--- src/rtl/cache_ctrl.sv ---
// Direct-mapped cache controller: read-allocate, write-through,
// write-update on hit, no-write-allocate on miss.
module cache_ctrl #(
   parameter int DATA_W = 32,
   parameter int TAG_W  = 3,
   parameter int IDX_W  = 2
) (
   input  logic                      clock,
   input  logic                      i_rst,
   input  logic                      cpu_req,
   input  logic                      cpu_we,
   input  logic [TAG_W+IDX_W-1:0]    cpu_addr,
   input  logic [DATA_W-1:0]         cpu_wdata,
   output logic [DATA_W-1:0]         cpu_rdata,
   output logic                      cpu_ack,
   output logic                      busy,
   output logic [IDX_W-1:0]          c_address,
   output logic [1+TAG_W+DATA_W-1:0] c_data,
   output logic                      c_rden,
   output logic                      c_wren,
   input  logic [1+TAG_W+DATA_W-1:0] c_q,
   output logic                      mem_req,
   output logic                      mem_we,
   output logic [TAG_W+IDX_W-1:0]    mem_addr,
   output logic [DATA_W-1:0]         mem_wdata,
   input  logic [DATA_W-1:0]         mem_rdata,
   input  logic                      mem_ack
);

   localparam int LINE_W = 1 + TAG_W + DATA_W;
   localparam int ADDR_W = TAG_W + IDX_W;

   typedef enum logic [2:0] {
      S_IDLE,
      S_LOOKUP,
      S_MEM_RD,
      S_FILL,
      S_MEM_WR,
      S_RESP
   } state_t;

   state_t              state, state_nx;
   logic [ADDR_W-1:0]   req_addr;
   logic                req_we;
   logic [DATA_W-1:0]   req_wdata;
   logic [DATA_W-1:0]   fill_data;
   logic [DATA_W-1:0]   rdata_q;
   logic [TAG_W-1:0]    req_tag;
   logic                hit;

   assign req_tag   = req_addr[ADDR_W-1:IDX_W];
   assign hit       = c_q[LINE_W-1] & (c_q[LINE_W-2:DATA_W] == req_tag);
   assign cpu_rdata = rdata_q;
   assign c_address = req_addr[IDX_W-1:0];

   always_ff @(posedge clock or posedge i_rst) begin
      if (i_rst) begin
         state     <= S_IDLE;
         req_addr  <= '0;
         req_we    <= 1'b0;
         req_wdata <= '0;
         fill_data <= '0;
         rdata_q   <= '0;
      end else begin
         state <= state_nx;
         if (state == S_IDLE && cpu_req) begin
            req_addr  <= cpu_addr;
            req_we    <= cpu_we;
            req_wdata <= cpu_wdata;
         end
         if (state == S_LOOKUP && !req_we && hit)
            rdata_q <= c_q[DATA_W-1:0];
         if (state == S_MEM_RD && mem_ack)
            fill_data <= mem_rdata;
         if (state == S_FILL)
            rdata_q <= fill_data;
      end
   end

   always_comb begin
      state_nx  = state;
      cpu_ack   = 1'b0;
      busy      = (state != S_IDLE);
      c_rden    = 1'b0;
      c_wren    = 1'b0;
      c_data    = '0;
      mem_req   = 1'b0;
      mem_we    = 1'b0;
      mem_addr  = '0;
      mem_wdata = '0;
      case (state)
         S_IDLE: begin
            if (cpu_req)
               state_nx = S_LOOKUP;
         end
         S_LOOKUP: begin
            c_rden = 1'b1;
            if (req_we) begin
               // write-through: the array is only updated when the line is already ours
               if (hit) begin
                  c_wren = 1'b1;
                  c_data = {1'b1, req_tag, req_wdata};
               end
               state_nx = S_MEM_WR;
            end else begin
               state_nx = hit ? S_RESP : S_MEM_RD;
            end
         end
         S_MEM_RD: begin
            mem_req  = 1'b1;
            mem_addr = req_addr;
            if (mem_ack)
               state_nx = S_FILL;
         end
         S_FILL: begin
            c_wren   = 1'b1;
            c_data   = {1'b1, req_tag, fill_data};
            state_nx = S_RESP;
         end
         S_MEM_WR: begin
            mem_req   = 1'b1;
            mem_we    = 1'b1;
            mem_addr  = req_addr;
            mem_wdata = req_wdata;
            if (mem_ack)
               state_nx = S_RESP;
         end
         S_RESP: begin
            cpu_ack  = 1'b1;
            state_nx = S_IDLE;
         end
         default: state_nx = S_IDLE;
      endcase
   end

endmodule

--- config.mk ---
export PLATFORM = sky130hd
export DESIGN_NAME = cache_ctrl
export DESIGN_NICKNAME = d
export VERILOG_FILES = /design/src/rtl/cache_ctrl.sv
export SDC_FILE = /design/constraint.sdc
export NUM_CORES = 1
export LEC_CHECK = 0
export ABC_AREA = 1
export CORE_UTILIZATION = 31
export CTS_CLUSTER_SIZE = 14
export DETAILED_ROUTE_END_ITERATION = 12
export PLACE_DENSITY = 0.69
export SYNTH_ARGS = -nofsm -noshare
export SYNTH_HDL_FRONTEND = slang
export SYNTH_SLANG_ARGS = --single-unit
--- constraint.sdc ---
create_clock -name clock -period 8.23 [get_ports clock]
set_input_delay 1.646 -clock clock [delete_from_list [all_inputs] [get_ports clock]]
set_output_delay 1.646 -clock clock [all_outputs]
set_load 0.02 [all_outputs]
# Word level (Yosys, flattened, before mapping)
# Index checks and enable logic that the tools add are counted.
totals:
  regBits: 105
  output_inout_bits: 113
classes:
  eq_ne: 9
  muxes: 20
  bitwise_logic: 1
  n_reduce_logical: 10
op_table:
  columns: ["cell", "n"]
  rows:
  - ["two-way mux 32 bit", 3]
  - ["two-way mux 36 bit", 2]
  - ["case mux 36 bit (2 select lines)", 1]
  - ["two-way mux 3 bit", 5]
  - ["case mux 3 bit (5 select lines)", 1]
  - ["== test 3 x 2 -> 1 bit (second input constant)", 2]
  - ["== test 3 bit (second input constant)", 2]
  - ["two-way mux 1 bit", 6]
  - ["inequality test 2 bit (second input constant)", 3]
  - ["two-way mux 5 bit", 1]
  - ["logical AND 1 bit", 4]
  - ["== test 3 x 1 -> 1 bit (second input constant)", 1]
  - ["== test 3 bit", 1]
  - ["logical NOT 3 bit", 1]
  - ["AND reduction 3 bit", 1]
  - ["nonzero test 3 bit", 1]
  - ["case mux 1 bit (2 select lines)", 1]
  - ["nonzero test 2 bit", 1]
  - ["OR reduction 2 bit", 1]
  - ["bitwise AND 1 bit", 1]
  - ["logical NOT 1 bit", 1]

# Longest topological paths before layout
# Gate-level depths: netlist of run 1.
depth:
  word_depth: 5
  ltp_mapped: 9
  depth_no_buf: 9

# Least setup slack after synthesis of run 1
# No wires, ideal clock.
synth_timing:
  path_kind: "input-to-output"
  start: "input port c_q[32]"
  end: "output port c_data[32]"
  arrival_ns: 2.705
  required_time_ns: 6.584
  slack_ns: 3.879
  path_stages: 8
  path_buffers: 0
  cell_sequence: "inv_1 -> nand2_1 -> nand2_1 -> nor2_1 -> nand3_1 -> nand2_1 -> inv_1 -> nor2_1"
synth_via:
  elab_chain_len: 5
synth_lines:
  columns: ["item", "line_no", "text"]
  rows:
  - ["from (decl)", "21", "input logic [1+TAG_W+DATA_W-1:0] c_q,"]
  - ["== test 3 bit", "52", "assign hit = c_q[LINE_W-1] & (c_q[LINE_W-2:DATA_W] == req_tag);"]
  - ["bitwise AND 1 bit", "52", null]
  - ["two-way mux 36 bit", "100", "if (hit) begin"]
  - ["two-way mux 36 bit", "98", "if (req_we) begin"]
  - ["case mux 36 bit (2 select lines)", "91", "case (state)"]
  - ["to (decl)", "18", "output logic [1+TAG_W+DATA_W-1:0] c_data,"]
# No other way between the ends.

# Final worst setup path of run 1
layout_timing:
  start: "input port c_q[32]"
  end: "output port c_data[34]"
# Same word-level chain as after synthesis.

==> results of run 1 <==
==> state kept, by name, indices dropped and copies added, names as in the netlist <==
name and flops:
cpu_rdata 32, req_wdata 32, req_we 1, fill_data 32, req_addr 5, state 3
==> critical path, delay by kind of cell <==
kind                   cells  cell delay, ns
and+or+nand+nor            6            0.65
buffers and inverters      5            1.50
==> final cells by class <==
| cell class | instances | area [µm²] |
|---|---|---|
| fill | 1593 | 8319 |
| sequential | 105 | 2628 |
| timing repair buffer | 225 | 2245 |
| multi-input combinational | 442 | 1919 |
| tap | 216 | 270.3 |
| inverter | 70 | 265.3 |
| clock buffer | 10 | 229.0 |
| clock inverter | 6 | 67.56 |
==> metal layers <==
layer,GRT usage (%),up-vias
li1,-,2455
met1,25.68,2276
met2,31.68,132
met3,4.920,23
met4,6.156,0
met5,0,-
==> power by group through the flow <==
| stage | registers (W) | logic (W) | clock network [W] |
|---|---|---|---|
| 2_1_floorplan | 0.000941 | 0.000636 | 0 |
| 6_report | 0.000853 | 0.00127 | 0.000438 |
| 3_5_place_dp | 0.000862 | 0.00128 | 0 |
| 3_3_place_gp | 0.000854 | 0.00126 | 0 |
| 5_1_grt | 0.000877 | 0.00139 | 0.000472 |
| 4_1_cts | 0.000854 | 0.00128 | 0.000452 |
==> cell usage after synthesis <==
master    count
o22ai_1      17
a21oi_1      55
buf_4        11
o21ai_0      20
dfrtp_1     105
clkbuf_1     10
inv_2         4
nand2_1     175
nor2_2        2
nand2_4       1
nor3_1        1
nand2_2       1
buf_6         7
nand3_2       3
buf_2        15
nor2_1      104
o21ai_1      13
inv_1        66
nand3_1      50
==> stage by stage <==
stage	setup WS, ns	power [W]
finish	2.812	0.002562
global route	2.609	0.002737
detailed placement	2.816	0.002138
CTS	2.814	0.002588
floorplan	3.823	0.001577
global placement	2.847	0.002117
==> final timing paths <==
path / from / to / slack [ns] / cells after the start
worst max-delay path: c_q[32] / c_data[34] / 2.81 / 11
worst max register to register: state[1] / cpu_rdata[31] / 5.71 / 8
min in group asynchronous: i_rst / cpu_rdata[7] / 1.63 / 2
max in group asynchronous: i_rst / req_wdata[17] / 5.28 / 3
worst min register to register: fill_data[2] / fill_data[2] / 0.48 / 2
worst min-delay path: fill_data[2] / fill_data[2] / 0.48 / 2
==> cells by family (layout without fill, tap and decap cells) <==
kind of cell	count (synthesis)	in the layout	synth area share, %
compound gates	105	105	10.78
buf+inv	113	311	10.58
flops	105	105	51.79
simple gates	337	337	26.86
==> impl_metrics.xml, run 1 <==
<?xml version="1.0" encoding="UTF-8"?>
<metrics>
  <group name="status">
    <metric name="outcome" unit="">finished, final reports clean</metric>
  </group>
  <group name="drt">
    <metric name="routedLengthMet1" unit="µm">7503</metric>
    <metric name="dr_total_vias" unit="">4886</metric>
    <metric name="route.detailed.drc" unit="">0</metric>
    <metric name="final_antenna_violating_net_count" unit="">0</metric>
    <metric name="routed_wl_met3" unit="µm">823</metric>
    <metric name="top_signal_layer_used" unit="">met4</metric>
    <metric name="avgViaCountPerCell" unit="">4.549</metric>
    <metric name="drtPass1Iterations" unit="">5</metric>
    <metric name="drt_first_iter_violations" unit="">273</metric>
    <metric name="routed_wl" unit="µm">16420</metric>
    <metric name="post_drt_wl_per_cell" unit="µm">15.28</metric>
    <metric name="dr_wl_met2" unit="µm">7746</metric>
  </group>
  <group name="finish">
    <metric name="finalNetCount" unit="">963</metric>
    <metric name="leading_cell_types_in_the_layout_fill_and_taps_excluded" unit="">222 x clkdlybuf4s50_1, 173 x nand2_1, 105 x dfrtp_1, 104 x nor2_1, 65 x inv_1</metric>
    <metric name="finish.cell_count_without_fillers" unit="">1074</metric>
    <metric name="final_util" unit="%">47.82</metric>
    <metric name="post-route-cell-area" unit="µm²">7624</metric>
    <metric name="syn_to_final_growth" unit="%">50.26</metric>
    <metric name="number_of_inserted_diodes" unit="">0</metric>
    <metric name="layout-drive-gt1-share" unit="%">3.730</metric>
    <metric name="leading_cell_type_in_the_layout_fill_and_taps_excluded" unit="">clkdlybuf4s50_1</metric>
  </group>
  <group name="grt">
    <metric name="grt_pass1_wl" unit="µm">24630</metric>
    <metric name="grt_overflow" unit="">0</metric>
    <metric name="largest_net_degree_at_the_start_of_global_routing" unit="">104</metric>
    <metric name="grt_antenna_before_repair" unit="">0</metric>
    <metric name="track_usage" unit="%">19.56</metric>
    <metric name="vias_in_the_first_global_route" unit="">4478</metric>
  </group>
  <group name="yosys">
    <metric name="syn-num-nets" unit="">770</metric>
    <metric name="synth.top_cells.by_area" unit="">dfrtp_1 52%, nand2_1 13%, nor2_1 7.7%</metric>
    <metric name="share_of_the_synthesized_area_in_the_top_cell_type" unit="%">51.79</metric>
    <metric name="synth.distinct_cells" unit="">19</metric>
    <metric name="count_of_warnings_emitted_by_yosys" unit="">0</metric>
    <metric name="syn_area" unit="µm²">5074</metric>
    <metric name="yosys_register_bits" unit="">105</metric>
    <metric name="postSynthCellCount" unit="">660</metric>
    <metric name="synthDominantAreaCellType" unit="">dfrtp_1</metric>
    <metric name="syn_area_per_cell" unit="µm²">7.687</metric>
    <metric name="seq_area_frac_synth" unit="%">51.79</metric>
  </group>
  <group name="sta">
    <metric name="post-route-min-period" unit="ns">5.418</metric>
    <metric name="worst_pin_slew" unit="ns">1.047</metric>
    <metric name="hold_viol" unit="">0</metric>
    <metric name="maxClockFrequency" unit="MHz">184.6</metric>
    <metric name="setup_repair_after_global_routing_missed_its_margin" unit="">no</metric>
    <metric name="fin_worst_hold_slack" unit="ns">0.4756</metric>
    <metric name="timing.max_slew.rel_slack" unit="%">30.18</metric>
    <metric name="min_period_over_period" unit="%">65.83</metric>
    <metric name="drv_slew" unit="">0</metric>
    <metric name="fin_setup_tns" unit="ns">0</metric>
    <metric name="timing.final.setup_violations" unit="">0</metric>
    <metric name="fin_skew" unit="ns">0.009085</metric>
  </group>
  <group name="critical_path">
    <metric name="critical_path.max_stage_delay" unit="ns">0.61</metric>
    <metric name="cp_slowest_cell" unit="">clkdlybuf4s50_1</metric>
    <metric name="timing.critical_path.fanout_max" unit="">33</metric>
    <metric name="crit_top_cell" unit="">nand2_1</metric>
    <metric name="timing.critical_path.required" unit="ns">6.58</metric>
    <metric name="arrival" unit="ns">3.77</metric>
    <metric name="worstPathCellList" unit="">clkdlybuf4s50_1 -&gt; inv_1 -&gt; nand2_1 -&gt; nand2_1 -&gt; nor2_1 -&gt; nand3_1 -&gt; buf_4 -&gt; nand2_1 -&gt; inv_1 -&gt; nor2_1 -&gt; clkdlybuf4s50_1</metric>
    <metric name="critical_path.startpoint_type" unit="">primary input</metric>
    <metric name="criticalPathCategory" unit="">in2out</metric>
    <metric name="endpoint_kind" unit="">output pin</metric>
  </group>
  <group name="cts">
    <metric name="cts_root_buffer" unit="">clkbuf_16</metric>
    <metric name="post_cts_resized" unit="">0</metric>
    <metric name="number_of_buffers_added_by_the_clock_tree_synthesis_step" unit="">9</metric>
    <metric name="cts_setup_buffers" unit="">0</metric>
    <metric name="clock_latency" unit="ns">0.36</metric>
    <metric name="htreeDepth" unit="">3</metric>
    <metric name="cts_tree" unit="">built</metric>
    <metric name="cts_hold_buffers" unit="">0</metric>
    <metric name="clk_path_buf_depth" unit="">2</metric>
    <metric name="cts.sinks" unit="">105</metric>
    <metric name="cts.reportedPaths.clkPinSlew" unit="ns">0.07</metric>
  </group>
  <group name="placement">
    <metric name="detailed_place_hpwl" unit="µm">12090</metric>
    <metric name="gpl.final_weighted_congestion" unit="">0.8382</metric>
    <metric name="dp.cells" unit="">1058</metric>
    <metric name="instance_area_at_placement" unit="µm²">7327</metric>
    <metric name="numPortBuffers" unit="">222</metric>
  </group>
  <group name="pwr">
    <metric name="cellInternalPower" unit="W">0.001521</metric>
    <metric name="vdd.ir_drop.worst" unit="µV">155.3</metric>
    <metric name="power_switching_share" unit="%">40.64</metric>
    <metric name="reg_power_share" unit="%">33.3</metric>
    <metric name="p_sw" unit="W">0.001041</metric>
    <metric name="share_comb_of_total_power" unit="%">49.6</metric>
    <metric name="clock_network_fraction_of_total_power" unit="%">17.1</metric>
    <metric name="ratio_of_total_power_to_cell_area" unit="nW/µm²">336.1</metric>
    <metric name="p_leak" unit="nW">3.732</metric>
  </group>
  <group name="job">
    <metric name="max_cap_violations" unit="">0</metric>
  </group>
  <group name="die">
    <metric name="floorplan.die.height" unit="µm">129.9</metric>
    <metric name="design.core.area" unit="µm²">15940</metric>
    <metric name="die-area" unit="µm²">16880</metric>
    <metric name="start_util" unit="%">31.82</metric>
    <metric name="rows" unit="">46</metric>
    <metric name="floorplan.die.width" unit="µm">129.9</metric>
    <metric name="top_level_ports" unit="">223</metric>
  </group>
  <group name="worst_hold_path">
    <metric name="worst_hold_path_type" unit="">reg2reg</metric>
  </group>
</metrics>
Power figures use the tool's default switching activity.
==> run 2, diff against run 1 <==
Settings changed: PLACE_DENSITY 0.69 to 0.72.
Clock period 8.23 ns to 4.6 ns, I/O delays scaled along.
==> impl_metrics.xml, run 2 (synthesized netlist as in run 1, its figures left out) <==
<?xml version="1.0" encoding="UTF-8"?>
<metrics>
  <group name="drt">
    <metric name="routed_wl_met3" unit="µm">1064</metric>
    <metric name="dr_wl_met2" unit="µm">7744</metric>
    <metric name="post_drt_wl_per_cell" unit="µm">15.22</metric>
    <metric name="top_signal_layer_used" unit="">met4</metric>
    <metric name="drtPass1Iterations" unit="">5</metric>
    <metric name="route.detailed.drc" unit="">0</metric>
    <metric name="final_antenna_violating_net_count" unit="">0</metric>
    <metric name="dr_total_vias" unit="">4972</metric>
    <metric name="avgViaCountPerCell" unit="">4.617</metric>
    <metric name="routedLengthMet1" unit="µm">7271</metric>
    <metric name="routed_wl" unit="µm">16390</metric>
    <metric name="drt_first_iter_violations" unit="">284</metric>
  </group>
  <group name="placement">
    <metric name="detailed_place_hpwl" unit="µm">12120</metric>
    <metric name="numPortBuffers" unit="">222</metric>
    <metric name="gpl.final_weighted_congestion" unit="">0.8276</metric>
    <metric name="detailedPlace.worstSlack" unit="ns">0.6604</metric>
  </group>
  <group name="grt">
    <metric name="grt_overflow" unit="">0</metric>
    <metric name="largest_net_degree_at_the_start_of_global_routing" unit="">79</metric>
    <metric name="vias_in_the_first_global_route" unit="">4529</metric>
    <metric name="grt_antenna_before_repair" unit="">0</metric>
    <metric name="grt_pass1_wl" unit="µm">24760</metric>
    <metric name="track_usage" unit="%">19.72</metric>
  </group>
  <group name="finish">
    <metric name="finalNetCount" unit="">966</metric>
    <metric name="num-fill-cells" unit="">1584</metric>
    <metric name="syn_to_final_growth" unit="%">50.23</metric>
    <metric name="leading_cell_type_in_the_layout_fill_and_taps_excluded" unit="">clkdlybuf4s50_1</metric>
    <metric name="leading_cell_types_in_the_layout_fill_and_taps_excluded" unit="">222 x clkdlybuf4s50_1, 173 x nand2_1, 105 x dfrtp_1, 104 x nor2_1, 65 x inv_1</metric>
    <metric name="number_of_inserted_diodes" unit="">0</metric>
    <metric name="layout-drive-gt1-share" unit="%">4.065</metric>
  </group>
  <group name="die">
    <metric name="floorplan.die.height" unit="µm">129.9</metric>
    <metric name="design.core.area" unit="µm²">15940</metric>
    <metric name="floorplan.die.width" unit="µm">129.9</metric>
    <metric name="die-area" unit="µm²">16880</metric>
    <metric name="rows" unit="">46</metric>
    <metric name="start_util" unit="%">31.82</metric>
    <metric name="top_level_ports" unit="">223</metric>
  </group>
  <group name="cts">
    <metric name="cts.sinks" unit="">105</metric>
    <metric name="number_of_buffers_added_by_the_clock_tree_synthesis_step" unit="">9</metric>
    <metric name="cts_hold_buffers" unit="">0</metric>
    <metric name="htreeDepth" unit="">3</metric>
    <metric name="clk_path_buf_depth" unit="">2</metric>
    <metric name="cts.reportedPaths.clkPinSlew" unit="ns">0.07</metric>
    <metric name="post_cts_resized" unit="">0</metric>
    <metric name="cts_tree" unit="">built</metric>
    <metric name="clock_latency" unit="ns">0.35</metric>
    <metric name="cts_root_buffer" unit="">clkbuf_16</metric>
    <metric name="cts_setup_buffers" unit="">0</metric>
  </group>
  <group name="sta">
    <metric name="worst_pin_slew" unit="ns">1.043</metric>
    <metric name="post-route-min-period" unit="ns">3.919</metric>
    <metric name="timing.max_slew.rel_slack" unit="%">30.46</metric>
    <metric name="fin_skew" unit="ns">0.004474</metric>
    <metric name="timing.final.setup_violations" unit="">0</metric>
    <metric name="min_period_over_period" unit="%">85.19</metric>
    <metric name="maxClockFrequency" unit="MHz">255.2</metric>
    <metric name="hold_viol" unit="">0</metric>
    <metric name="setup_repair_after_global_routing_missed_its_margin" unit="">no</metric>
    <metric name="fin_setup_tns" unit="ns">0</metric>
    <metric name="drv_slew" unit="">0</metric>
    <metric name="finalWorstSetupSlack" unit="ns">0.6811</metric>
  </group>
  <group name="critical_path">
    <metric name="cp_slowest_cell" unit="">clkdlybuf4s50_1</metric>
    <metric name="worstPathCellList" unit="">clkdlybuf4s50_1 -&gt; inv_1 -&gt; nand2_1 -&gt; nand2_1 -&gt; nor2_1 -&gt; nand3_1 -&gt; buf_4 -&gt; nand2_1 -&gt; inv_1 -&gt; nor2_1 -&gt; clkdlybuf4s50_1</metric>
    <metric name="critical_path.max_stage_delay" unit="ns">0.61</metric>
    <metric name="worst_path_dominant_cell_family" unit="">buffers and inverters</metric>
    <metric name="timing.critical_path.required" unit="ns">3.68</metric>
    <metric name="cp.buffers_inverters" unit="">5</metric>
    <metric name="cp.depth" unit="">11</metric>
    <metric name="criticalPathCategory" unit="">in2out</metric>
    <metric name="arrival" unit="ns">3.00</metric>
    <metric name="crit_top_cell" unit="">nand2_1</metric>
    <metric name="cell_count_of_the_worst_reg_to_reg_path" unit="">7</metric>
    <metric name="reg2reg_from" unit="">state[1]</metric>
    <metric name="endpoint_kind" unit="">output pin</metric>
    <metric name="critical_path.startpoint_type" unit="">primary input</metric>
    <metric name="timing.critical_path.fanout_max" unit="">33</metric>
    <metric name="timing.critical_path.from" unit="">c_q[33]</metric>
  </group>
  <group name="worst_hold_path">
    <metric name="worst_hold_path_type" unit="">reg2reg</metric>
    <metric name="holdCritStartpoint" unit="">fill_data[12]</metric>
    <metric name="whs_path_depth" unit="">2</metric>
  </group>
  <group name="pwr">
    <metric name="vdd.ir_drop.worst" unit="µV">352.5</metric>
    <metric name="p_leak" unit="nW">3.739</metric>
    <metric name="ratio_of_total_power_to_cell_area" unit="nW/µm²">593.0</metric>
  </group>
  <group name="job">
    <metric name="max_cap_violations" unit="">0</metric>
  </group>
  <group name="status">
    <metric name="outcome" unit="">finished, final reports clean</metric>
  </group>
</metrics>
## run 2: cell count changes in the layout (fill, tap and decap cells not counted)
cell,previous run,this run
buf_4,3,6
bufinv_16,1,0
clkinv_2,1,2
clkinv_4,1,2
clkinvlp_4,2,1
## run 2: worst paths after layout
kind | end | slack (ns)
max in group asynchronous | fill_data[18] | 2.59
max reg2reg | cpu_rdata[10] | 2.39
min reg2reg | fill_data[12] | 0.48
min | fill_data[12] | 0.48
max | c_data[34] | 0.68
min in group asynchronous | cpu_rdata[10] | 1.14
## run 2: worst min-delay path, stage by stage (launching register included)
cell     delay (ns)
dfrtp_1        0.34
nand2_1        0.05
nand2_1        0.06
## run 2: cell type report
cell class                      instances  area, µm²  area share (%)
Timing Repair Buffer                  228       2267           29.74
Clock inverter                          6      43.79          0.5745
Inverter                               70      265.3           3.480
Multi-Input combinational cell        442       1919           25.18
Sequential cell                       105       2628           34.47
Tap cell                              216      270.3           3.546
Clock buffer                           10      229.0           3.004
## run 2: where the power goes
part | total, W | leakage, nW | internal [W] | switching [W]
registers | 0.00152 | 1.21 | 0.00134 | 0.000180
logic | 0.00227 | 2.40 | 0.000954 | 0.00131
clock network | 0.000728 | 0.133 | 0.000370 | 0.000359
total | 0.00452 | 3.74 | 0.00267 | 0.00185
## run 2: per-stage QoR
step,std cells,utilization (%),instance area (µm²),total power [W],hold WS (ns)
3_5_place_dp,1061,46.10,7350,0.003822,0.4591
4_1_cts,1077,47.81,7622,0.004561,0.4762
3_3_place_gp,1061,46.10,7350,0.003784,0.4540
2_1_floorplan,660,-,5074,0.002821,0.4422
6_report,1077,47.81,7622,0.004520,0.4808
5_1_grt,1077,47.81,7622,0.004839,0.5033
## run 2: per-layer routing
metal  up-vias  track usage (%)
li1       2462                -
met5         -                0
met1      2336            26.34
met4         0            5.677
met3        17            5.330
met2       157            31.30
